### src/rtl/instruction_decoder_if.sv
// Bus between the instruction register and the decoder: load strobe and word in,
// decoded fields out. Handshake: a word on A is taken at a rising clk whenever en=1 (no back-pressure).
interface instruction_decoder_if;
  logic        en;
  logic [15:0] A;
  logic [3:0]  OP;
  logic [2:0]  DEST;
  logic [2:0]  Q0;
  logic [2:0]  Q1;
  logic [1:0]  immed_sel;
  logic [15:0] imm;
  logic        valid;

  modport master (
    output en, A,
    input  OP, DEST, Q0, Q1, immed_sel, imm, valid
  );

  modport slave (
    input  en, A,
    output OP, DEST, Q0, Q1, immed_sel, imm, valid
  );
endinterface

### src/rtl/instruction_decoder.sv
// Registered decoder for the 16-bit instruction format: slices register fields and
// builds the sign-extended immediate for the format class implied by the opcode.
module instruction_decoder (
  input  logic                  clk,
  input  logic                  rst,
  instruction_decoder_if.slave  bus
);

  logic [3:0]  op_d, op_q;
  logic [2:0]  dest_d, dest_q;
  logic [2:0]  q0_d, q0_q;
  logic [2:0]  q1_d, q1_q;
  logic [1:0]  sel_d, sel_q;
  logic [15:0] imm_d, imm_q;
  logic        valid_q;

  always_comb begin
    op_d   = bus.A[15:12];
    dest_d = bus.A[11:9];
    q0_d   = bus.A[8:6];
    q1_d   = bus.A[5:3];
    sel_d  = 2'b00;
    imm_d  = 16'h0000;
    // Opcode ranges map onto the four formats; every opcode has a defined class.
    if (op_d[3:2] == 2'b10) begin
      sel_d = 2'b01;
      imm_d = {{10{bus.A[5]}}, bus.A[5:0]};
    end else if (op_d == 4'hC) begin
      sel_d = 2'b10;
      imm_d = {{7{bus.A[8]}}, bus.A[8:0]};
    end else if (op_d[3] && op_d[2]) begin
      sel_d = 2'b11;
      imm_d = {{4{bus.A[11]}}, bus.A[11:0]};
    end
  end

  always_ff @(posedge clk or posedge rst) begin
    if (rst) begin
      op_q    <= '0;
      dest_q  <= '0;
      q0_q    <= '0;
      q1_q    <= '0;
      sel_q   <= '0;
      imm_q   <= '0;
      valid_q <= 1'b0;
    end else begin
      valid_q <= bus.en;
      // Fields hold their last decode when not loading; only valid drops.
      if (bus.en) begin
        op_q   <= op_d;
        dest_q <= dest_d;
        q0_q   <= q0_d;
        q1_q   <= q1_d;
        sel_q  <= sel_d;
        imm_q  <= imm_d;
      end
    end
  end

  assign bus.OP        = op_q;
  assign bus.DEST      = dest_q;
  assign bus.Q0        = q0_q;
  assign bus.Q1        = q1_q;
  assign bus.immed_sel = sel_q;
  assign bus.imm       = imm_q;
  assign bus.valid     = valid_q;

endmodule

### src/flat_wrapper.sv
// flat-port wrapper written by rule: the top's interface ports become plain ports
module instruction_decoder_flat 
  (clk, rst, bus_en, bus_A, bus_OP, bus_DEST, bus_Q0, bus_Q1, bus_immed_sel, bus_imm, bus_valid);
  instruction_decoder_if bus_i ();
  input  logic clk;
  input  logic rst;
  input wire logic [$bits(bus_i.en)-1:0] bus_en;
  input wire logic [$bits(bus_i.A)-1:0] bus_A;
  output wire logic [$bits(bus_i.OP)-1:0] bus_OP;
  output wire logic [$bits(bus_i.DEST)-1:0] bus_DEST;
  output wire logic [$bits(bus_i.Q0)-1:0] bus_Q0;
  output wire logic [$bits(bus_i.Q1)-1:0] bus_Q1;
  output wire logic [$bits(bus_i.immed_sel)-1:0] bus_immed_sel;
  output wire logic [$bits(bus_i.imm)-1:0] bus_imm;
  output wire logic [$bits(bus_i.valid)-1:0] bus_valid;
  assign bus_i.en = bus_en;
  assign bus_i.A = bus_A;
  assign bus_OP = bus_i.OP;
  assign bus_DEST = bus_i.DEST;
  assign bus_Q0 = bus_i.Q0;
  assign bus_Q1 = bus_i.Q1;
  assign bus_immed_sel = bus_i.immed_sel;
  assign bus_imm = bus_i.imm;
  assign bus_valid = bus_i.valid;
  instruction_decoder u_core (.clk(clk), .rst(rst), .bus(bus_i));
endmodule
### config.mk
export PLATFORM = sky130hd
export DESIGN_NAME = instruction_decoder_flat
export DESIGN_NICKNAME = d
export VERILOG_FILES = /design/src/rtl/instruction_decoder_if.sv /design/src/rtl/instruction_decoder.sv /design/src/flat_wrapper.sv
export SDC_FILE = /design/constraint.sdc
export NUM_CORES = 1
export LEC_CHECK = 0
export CAP_MARGIN = 0
export CORE_ASPECT_RATIO = 1.25
export CORE_MARGIN = 3
export CORE_UTILIZATION = 42
export DETAILED_ROUTE_END_ITERATION = 16
export GPL_TIMING_DRIVEN = 0
export PLACE_DENSITY = 0.79
export SYNTH_ARGS = -nofsm -noshare
export SYNTH_HDL_FRONTEND = slang
export SYNTH_SLANG_ARGS = --single-unit
### constraint.sdc
create_clock -name clk -period 1 [get_ports clk]
set_input_delay 0.3 -clock clk [delete_from_list [all_inputs] [get_ports clk]]
set_output_delay 0.3 -clock clk [all_outputs]
set_load 0.01 [all_outputs]
==> impl_metrics.env, run 1 <==
export IMPL_worstPathRequired_ps=700
export IMPL_intPower_mw=1.857
export IMPL_setup_viol_count_final=33
export IMPL_num_antenna_cells=0
export IMPL_yosys_cell_count_top_type="dfrtp_1"
export IMPL_outcome="finished, violations left"
export IMPL_worst_pin_slew_ps=604.2
export IMPL_die_y_microns=66.29
export IMPL_viasPerCell=4.946
export IMPL_cts_path_max_buffers=2
export IMPL_ys_types=21
export IMPL_core_area_sq_um=2733
export IMPL_end_kind="output port"
export IMPL_syn_cell_area_sq_um=1221
export IMPL_clk_latency_ps=340
export IMPL_async_flop_share=1.000
export IMPL_setup_tns_ps=-6702
export IMPL_drt_iter0_drc=33
export IMPL_hold_viol=0
export IMPL_fin_cells=205
export IMPL_power_leakage_nw=0.9146
export IMPL_r2r_end="u_core.bus.OP[2]"
export IMPL_cts_tree="built"
export IMPL_htreeDepth=1
export IMPL_hp_start="bus_en"
export IMPL_netlist_instances=99
export IMPL_ir_drop_mv=0.8215
export IMPL_track_usage=0.1909
export IMPL_grt_pass1_wl_microns=4912
export IMPL_synth_edf_count=0
export IMPL_overflow=0
export IMPL_clock_fmax_mhz=734.4
export IMPL_drc=0
export IMPL_fp_dieArea_sq_um=3595
export IMPL_sw_frac_of_total=0.2730
export IMPL_cts_sinks=28
export IMPL_hold_depth=1
export IMPL_holdWs_ps=258.8
export IMPL_grt_max_degree=29
export IMPL_violations="setup timing"
export IMPL_antenna_found_initial=0
export IMPL_total_power_mw=2.554
export IMPL_whs_endpoint="u_core.bus.valid"
export IMPL_fin_crit_ps=1362
export IMPL_rows=21
export IMPL_ff2ff_path_depth=3
export IMPL_power_frac_comb=0.270
export IMPL_r2r_start="u_core.bus.OP[2]"
export IMPL_ctsRootBufferMaster="clkbuf_4"
export IMPL_ys_ff_latch=28
export IMPL_ys_flop_type="dfrtp_1"
export IMPL_maxCapViolCount=0
export IMPL_drive_gt1_frac=0.4854
export IMPL_netlist_area_leader_share=0.5738
export IMPL_netlist_top_cells_area="dfrtp_1, mux2_4, inv_1"
export IMPL_max_stage_delay_ps=480
export IMPL_wire_per_inst_microns=15.40
export IMPL_path_clk_slew_ps=150
export IMPL_synth_common_cells="dfrtp_1, inv_1, o21ai_0, mux2_4, nand3_1"
export IMPL_vias=1014
export IMPL_io_pins=51
export IMPL_areaGrowthSynthToFinish_pct=49.79
export IMPL_firstDrtPassIters=4
export IMPL_hold_class="input pin to register"
export IMPL_crit_slowest_cell="dfrtp_2"
export IMPL_die_x_microns=54.23
export IMPL_drv_slew=0
export IMPL_place_port_buffers=49
export IMPL_cts_hold_buf=0
export IMPL_place_inst=182
export IMPL_finalNetCount=191
export IMPL_synth_area_leader_cell="dfrtp_1"
export IMPL_numCtsBuffers=3
export IMPL_synth_fp_nets=118
export IMPL_synth_seq_area_share=0.5738
export IMPL_critPathTopFamily="flip-flops"
export IMPL_crit_fanout=5
export IMPL_relSlewSlack=0.5964
export IMPL_clockPowerShare=0.220
export IMPL_ant_nets=0
export IMPL_grt_pass1_vias=1035
export IMPL_initial_core_util=0.4469
export IMPL_min_period_over_period=1.362
export IMPL_crit_top_cell="buf_6"
export IMPL_reg2reg_slack_ps=-10
export IMPL_nFillCells=231
export IMPL_power_density_nw_per_um2=1396
export IMPL_ys_warn_count=0
export IMPL_setup_slack_ps=-361.7
export IMPL_criticalPathCategory="register to output port"
export IMPL_crit_arrival_ps=1060
export IMPL_dp_hpwl_microns=2152
export IMPL_avgSynthCellArea_sq_um=12.34
export IMPL_critPathBufInv=2
export IMPL_switching_power_mw=0.6972
export IMPL_gp_routability_congestion=0.7858
export IMPL_rsz0062_at_grt="true"
export IMPL_finClkSkew_ps=0
export IMPL_startpoint_type="register"
export IMPL_wl_microns=3157
export IMPL_seqPwrFrac=0.509
export IMPL_cp_cell_sequence="buf_6 > buf_6"
[per-stage QoR]
stage	utilization	instance area [sq um]	worst slack, ps
6_report	0.6694	1829	-361.7
5_1_grt	0.6694	1829	-411.5
4_1_cts	0.6387	1745	-366.1
3_5_place_dp	0.6419	1754	-617.1
3_3_place_gp	0.6419	1754	-577.2
2_1_floorplan	-	1221	38.22
[power groups by stage]
stage / combinational, mW / clock, mW / sequential (mW)
3_5_place_dp: 0.673 / 0 / 1.32
5_1_grt: 0.745 / 0.615 / 1.31
2_1_floorplan: 0.238 / 0 / 1.37
3_3_place_gp: 0.656 / 0 / 1.31
6_report: 0.691 / 0.563 / 1.30
4_1_cts: 0.636 / 0.576 / 1.30
[metal layers]
layer / vias up / GRT usage / share of wire
met5: - / 0 / 0
met4: 0 / 0.06542 / 0.015
met3: 5 / 0.03386 / 0.064
met2: 37 / 0.3413 / 0.56
met1: 497 / 0.2195 / 0.36
li1: 475 / - / -
[sequential cells by signal, summed over array words and instances, names as in the netlist]
| signal | count |
|---|---|
| u_core.bus.imm | 12 |
| u_core.bus.immed_sel | 2 |
| u_core.bus.OP | 4 |
| u_core.bus.Q0 | 3 |
| u_core.bus.valid | 1 |
| u_core.bus.DEST | 3 |
| u_core.bus.Q1 | 3 |
[what timing repair did]
item / in CTS / in global routing
buffers inserted: 10 / 9
pin swaps: 1 / 0
resized for setup: 146 / 3
cloned: 1 / 0
endpoints found under the setup margin: 87 / 32
endpoints found under the hold margin: 0 / 0
[cells in the final DEF, fill, tap and decap left out, types with 3 or more instances in the layout]
master and n:
a21oi_1 3, buf_2 29, buf_4 18, buf_6 12
clkbuf_4 3, clkdlybuf4s50_1 11, dfrtp_1 27, dlygate4sd2_1 6
inv_1 15, mux2_2 5, mux2_4 7, nand3_1 6
o21ai_0 10, o221ai_1 3, o22ai_1 4
[worst reg2reg max path: stages (launching register included)]
cell and delay, ps:
dfrtp_1 410, buf_4 130, buf_4 120, mux2_2 250
[worst max path at each step]
| stage | slack (ps) | from | to | depth (start not counted) |
|---|---|---|---|---|
| 2_1_floorplan | 40 | bus_en | u_core.bus.DEST[1] | 3 |
| 3_3_place_gp | -580 | bus_A[14] | u_core.bus.imm[10] | 4 |
| 3_5_place_dp | -620 | rst | u_core.bus.Q1[2] | 2 |
| 4_1_cts | -370 | u_core.bus.imm[14] | bus_imm[12] | 2 |
| 5_1_grt | -410 | u_core.bus.imm[14] | bus_imm[13] | 2 |
| 6_report | -360 | u_core.bus.imm[14] | bus_imm[13] | 2 |
[final cells by class]
| class | instances | area (sq um) | share of cell area |
|---|---|---|---|
| Tap cell | 34 | 42.54 | 0.02326 |
| Buffer | 8 | 82.58 | 0.04514 |
| Timing Repair Buffer | 69 | 515.5 | 0.2818 |
| Multi-Input combinational cell | 45 | 382.9 | 0.2093 |
| Clock buffer | 4 | 36.28 | 0.01984 |
| Sequential cell | 28 | 701.9 | 0.3837 |
| Inverter | 17 | 67.56 | 0.03694 |
[cells by family (layout without fill, tap and decap cells)]
kind of cell           count (synthesis)  count (layout)  synth area share
multiplexers                          12              12            0.1322
AO/OA/AOI/OAI                         24              24            0.1383
flip-flops                            28              28            0.5738
AND/OR/NAND/NOR                        9               9           0.03894
buffers and inverters                 26              98            0.1168
No activity file was read; power rests on OpenSTA's default activity.
==> run 2, diff against run 1 <==
Settings changed: GPL_ROUTABILITY_DRIVEN from default to 0.
==> results of run 2 <==
Final layout, timing and power as in run 1 (identical DEF).
==> run 3, diff against run 2 <==
Settings changed: CORE_MARGIN 3 to default.
==> impl_metrics.env, run 3 (synthesis gave the netlist of run 1 again) <==
export IMPL_numCtsBuffers=3
export IMPL_ant_nets=0
export IMPL_r2r_start="u_core.bus.Q1[0]"
export IMPL_overflow=0
export IMPL_total_power_mw=2.766
export IMPL_min_period_over_period=1.416
export IMPL_relSlewSlack=0.6095
export IMPL_crit_fanout=4
export IMPL_crit_arrival_ps=1120
export IMPL_violations="setup timing"
export IMPL_power_density_nw_per_um2=1464
export IMPL_hold_viol=0
export IMPL_setup_viol_count_final=32
export IMPL_antenna_found_initial=0
export IMPL_rsz0062_at_grt="true"
export IMPL_clock_fmax_mhz=706.2
export IMPL_firstDrtPassIters=4
export IMPL_drt_iter0_drc=15
export IMPL_die_y_microns=62.29
export IMPL_fin_crit_ps=1416
export IMPL_vias=1029
export IMPL_wire_per_inst_microns=14.50
export IMPL_drv_slew=0
export IMPL_r2r_end="u_core.bus.Q1[0]"
export IMPL_endpoint="bus_imm[14]"
export IMPL_areaGrowthSynthToFinish_pct=54.71
export IMPL_hold_class="input pin to register"
export IMPL_end_kind="output port"
export IMPL_path_clk_slew_ps=160
export IMPL_setup_slack_ps=-415.9
export IMPL_place_port_buffers=49
export IMPL_largest_reg_flops=12
export IMPL_worstPathRequired_ps=700
export IMPL_criticalPathCategory="register to output port"
export IMPL_dp_hpwl_microns=2053
export IMPL_outcome="finished, violations left"
export IMPL_max_stage_delay_ps=430
export IMPL_rows=21
export IMPL_nFillCells=220
export IMPL_critPathBufInv=3
export IMPL_maxCapViolCount=0
export IMPL_io_pins=51
export IMPL_ctsRootBufferMaster="clkbuf_4"
export IMPL_ir_drop_mv=1.010
export IMPL_fin_area_sq_um=1889
export IMPL_worst_pin_slew_ps=584.5
export IMPL_track_usage=0.2041
export IMPL_final_cell_mix="dfrtp_1, buf_2, buf_6, buf_4, inv_1"
export IMPL_placed_area_sq_um=1754
export IMPL_layout_commonest_cell="dfrtp_1"
export IMPL_grt_pass1_wl_microns=4919
export IMPL_cp_cell_sequence="buf_6 > buf_6 > buf_6"
export IMPL_drc=0
export IMPL_htreeDepth=1
export IMPL_viasPerCell=5.020
export IMPL_cts_hold_buf=0
export IMPL_finalNetCount=191
export IMPL_crit_slowest_cell="dfrtp_1"
export IMPL_power_leakage_nw=0.9378
export IMPL_die_x_microns=50.23
export IMPL_num_antenna_cells=0
export IMPL_initial_core_util=0.4469
export IMPL_reg2reg_slack_ps=10
export IMPL_cts_path_max_buffers=2
export IMPL_grt_pass1_vias=1081
export IMPL_critPathTopFamily="flip-flops"
export IMPL_cp_startpoint="u_core.bus.imm[14]"
export IMPL_core_area_sq_um=2733
export IMPL_cts_tree="built"
export IMPL_drive_gt1_frac=0.4795
export IMPL_ff2ff_path_depth=3
export IMPL_grt_max_degree=29
export IMPL_cts_sinks=28
export IMPL_wl_microns=2972
export IMPL_clk_latency_ps=330
export IMPL_crit_top_cell="buf_6"
export IMPL_startpoint_type="register"
export IMPL_finClkSkew_ps=0
export IMPL_fp_dieArea_sq_um=3129
export IMPL_cp_num_cells=3
-- run 3: per-stage QoR --
stage	utilization	TNS [ps]	setup WS (ps)	hold WS [ps]	instances
after global placement	0.6419	-34170	-583.1	491.9	182
after global routing	0.6914	-7943	-450.0	201.3	205
after floorplan	-	0	38.22	331.4	99
after detailed placement	0.6419	-36100	-602.7	497.1	182
final	0.6914	-6805	-415.9	216.1	205
after CTS	0.6589	-6999	-419.4	213.5	198
-- run 3: worst min-delay path by stage --
stage                            start                  to  slack, ps  depth (start not counted)
floorplan                       bus_en    u_core.bus.valid        330                          0
global placement      u_core.bus.OP[2]    u_core.bus.OP[2]        490                          1
global route                    bus_en    u_core.bus.valid        200                          1
CTS                             bus_en    u_core.bus.valid        210                          1
finish                          bus_en    u_core.bus.valid        220                          1
detailed placement  u_core.bus.DEST[2]  u_core.bus.DEST[2]        500                          1
-- run 3: timing repair --
item	4_1_cts	5_1_grt
pin swaps	1	0
setup buffers	12	7
endpoints found under the hold margin	0	0
gates resized for setup	142	7
setup endpoints to repair	87	32
-- run 3: area by class of cell --
| class | instances | area [sq um] | share of cell area |
|---|---|---|---|
| buffer | 9 | 90.09 | 0.04768 |
| inverter | 17 | 67.56 | 0.03576 |
| multi-input combinational | 45 | 389.1 | 0.2060 |
| clock inverter | 1 | 30.03 | 0.01589 |
| timing repair buffer | 68 | 546.8 | 0.2894 |
| clock buffer | 3 | 22.52 | 0.01192 |
| tap | 34 | 42.54 | 0.02252 |
| sequential | 28 | 700.7 | 0.3709 |
-- run 3: power breakdown --
| group | switching (mW) | leakage (nW) | internal, mW |
|---|---|---|---|
| logic | 0.302 | 0.565 | 0.419 |
| clock network | 0.346 | 0.0279 | 0.406 |
| registers | 0.0579 | 0.345 | 1.24 |
| total | 0.705 | 0.938 | 2.06 |
-- run 3: worst register-to-register path, delay by kind of cell, from the launching register on --
kind	cells	cell delay, ps
buffers and inverters	2	230
multiplexers	1	260
flip-flops	1	410
-- run 3: per-layer routing --
metal	global-route usage	part of all wire	vias to the layer above	wire (microns)
li1	-	-	472	-
met1	0.2392	0.39	518	1160
met2	0.3733	0.55	35	1633
met3	0.02451	0.047	4	141
met4	0.06429	0.013	0	38
met5	0	0	-	0
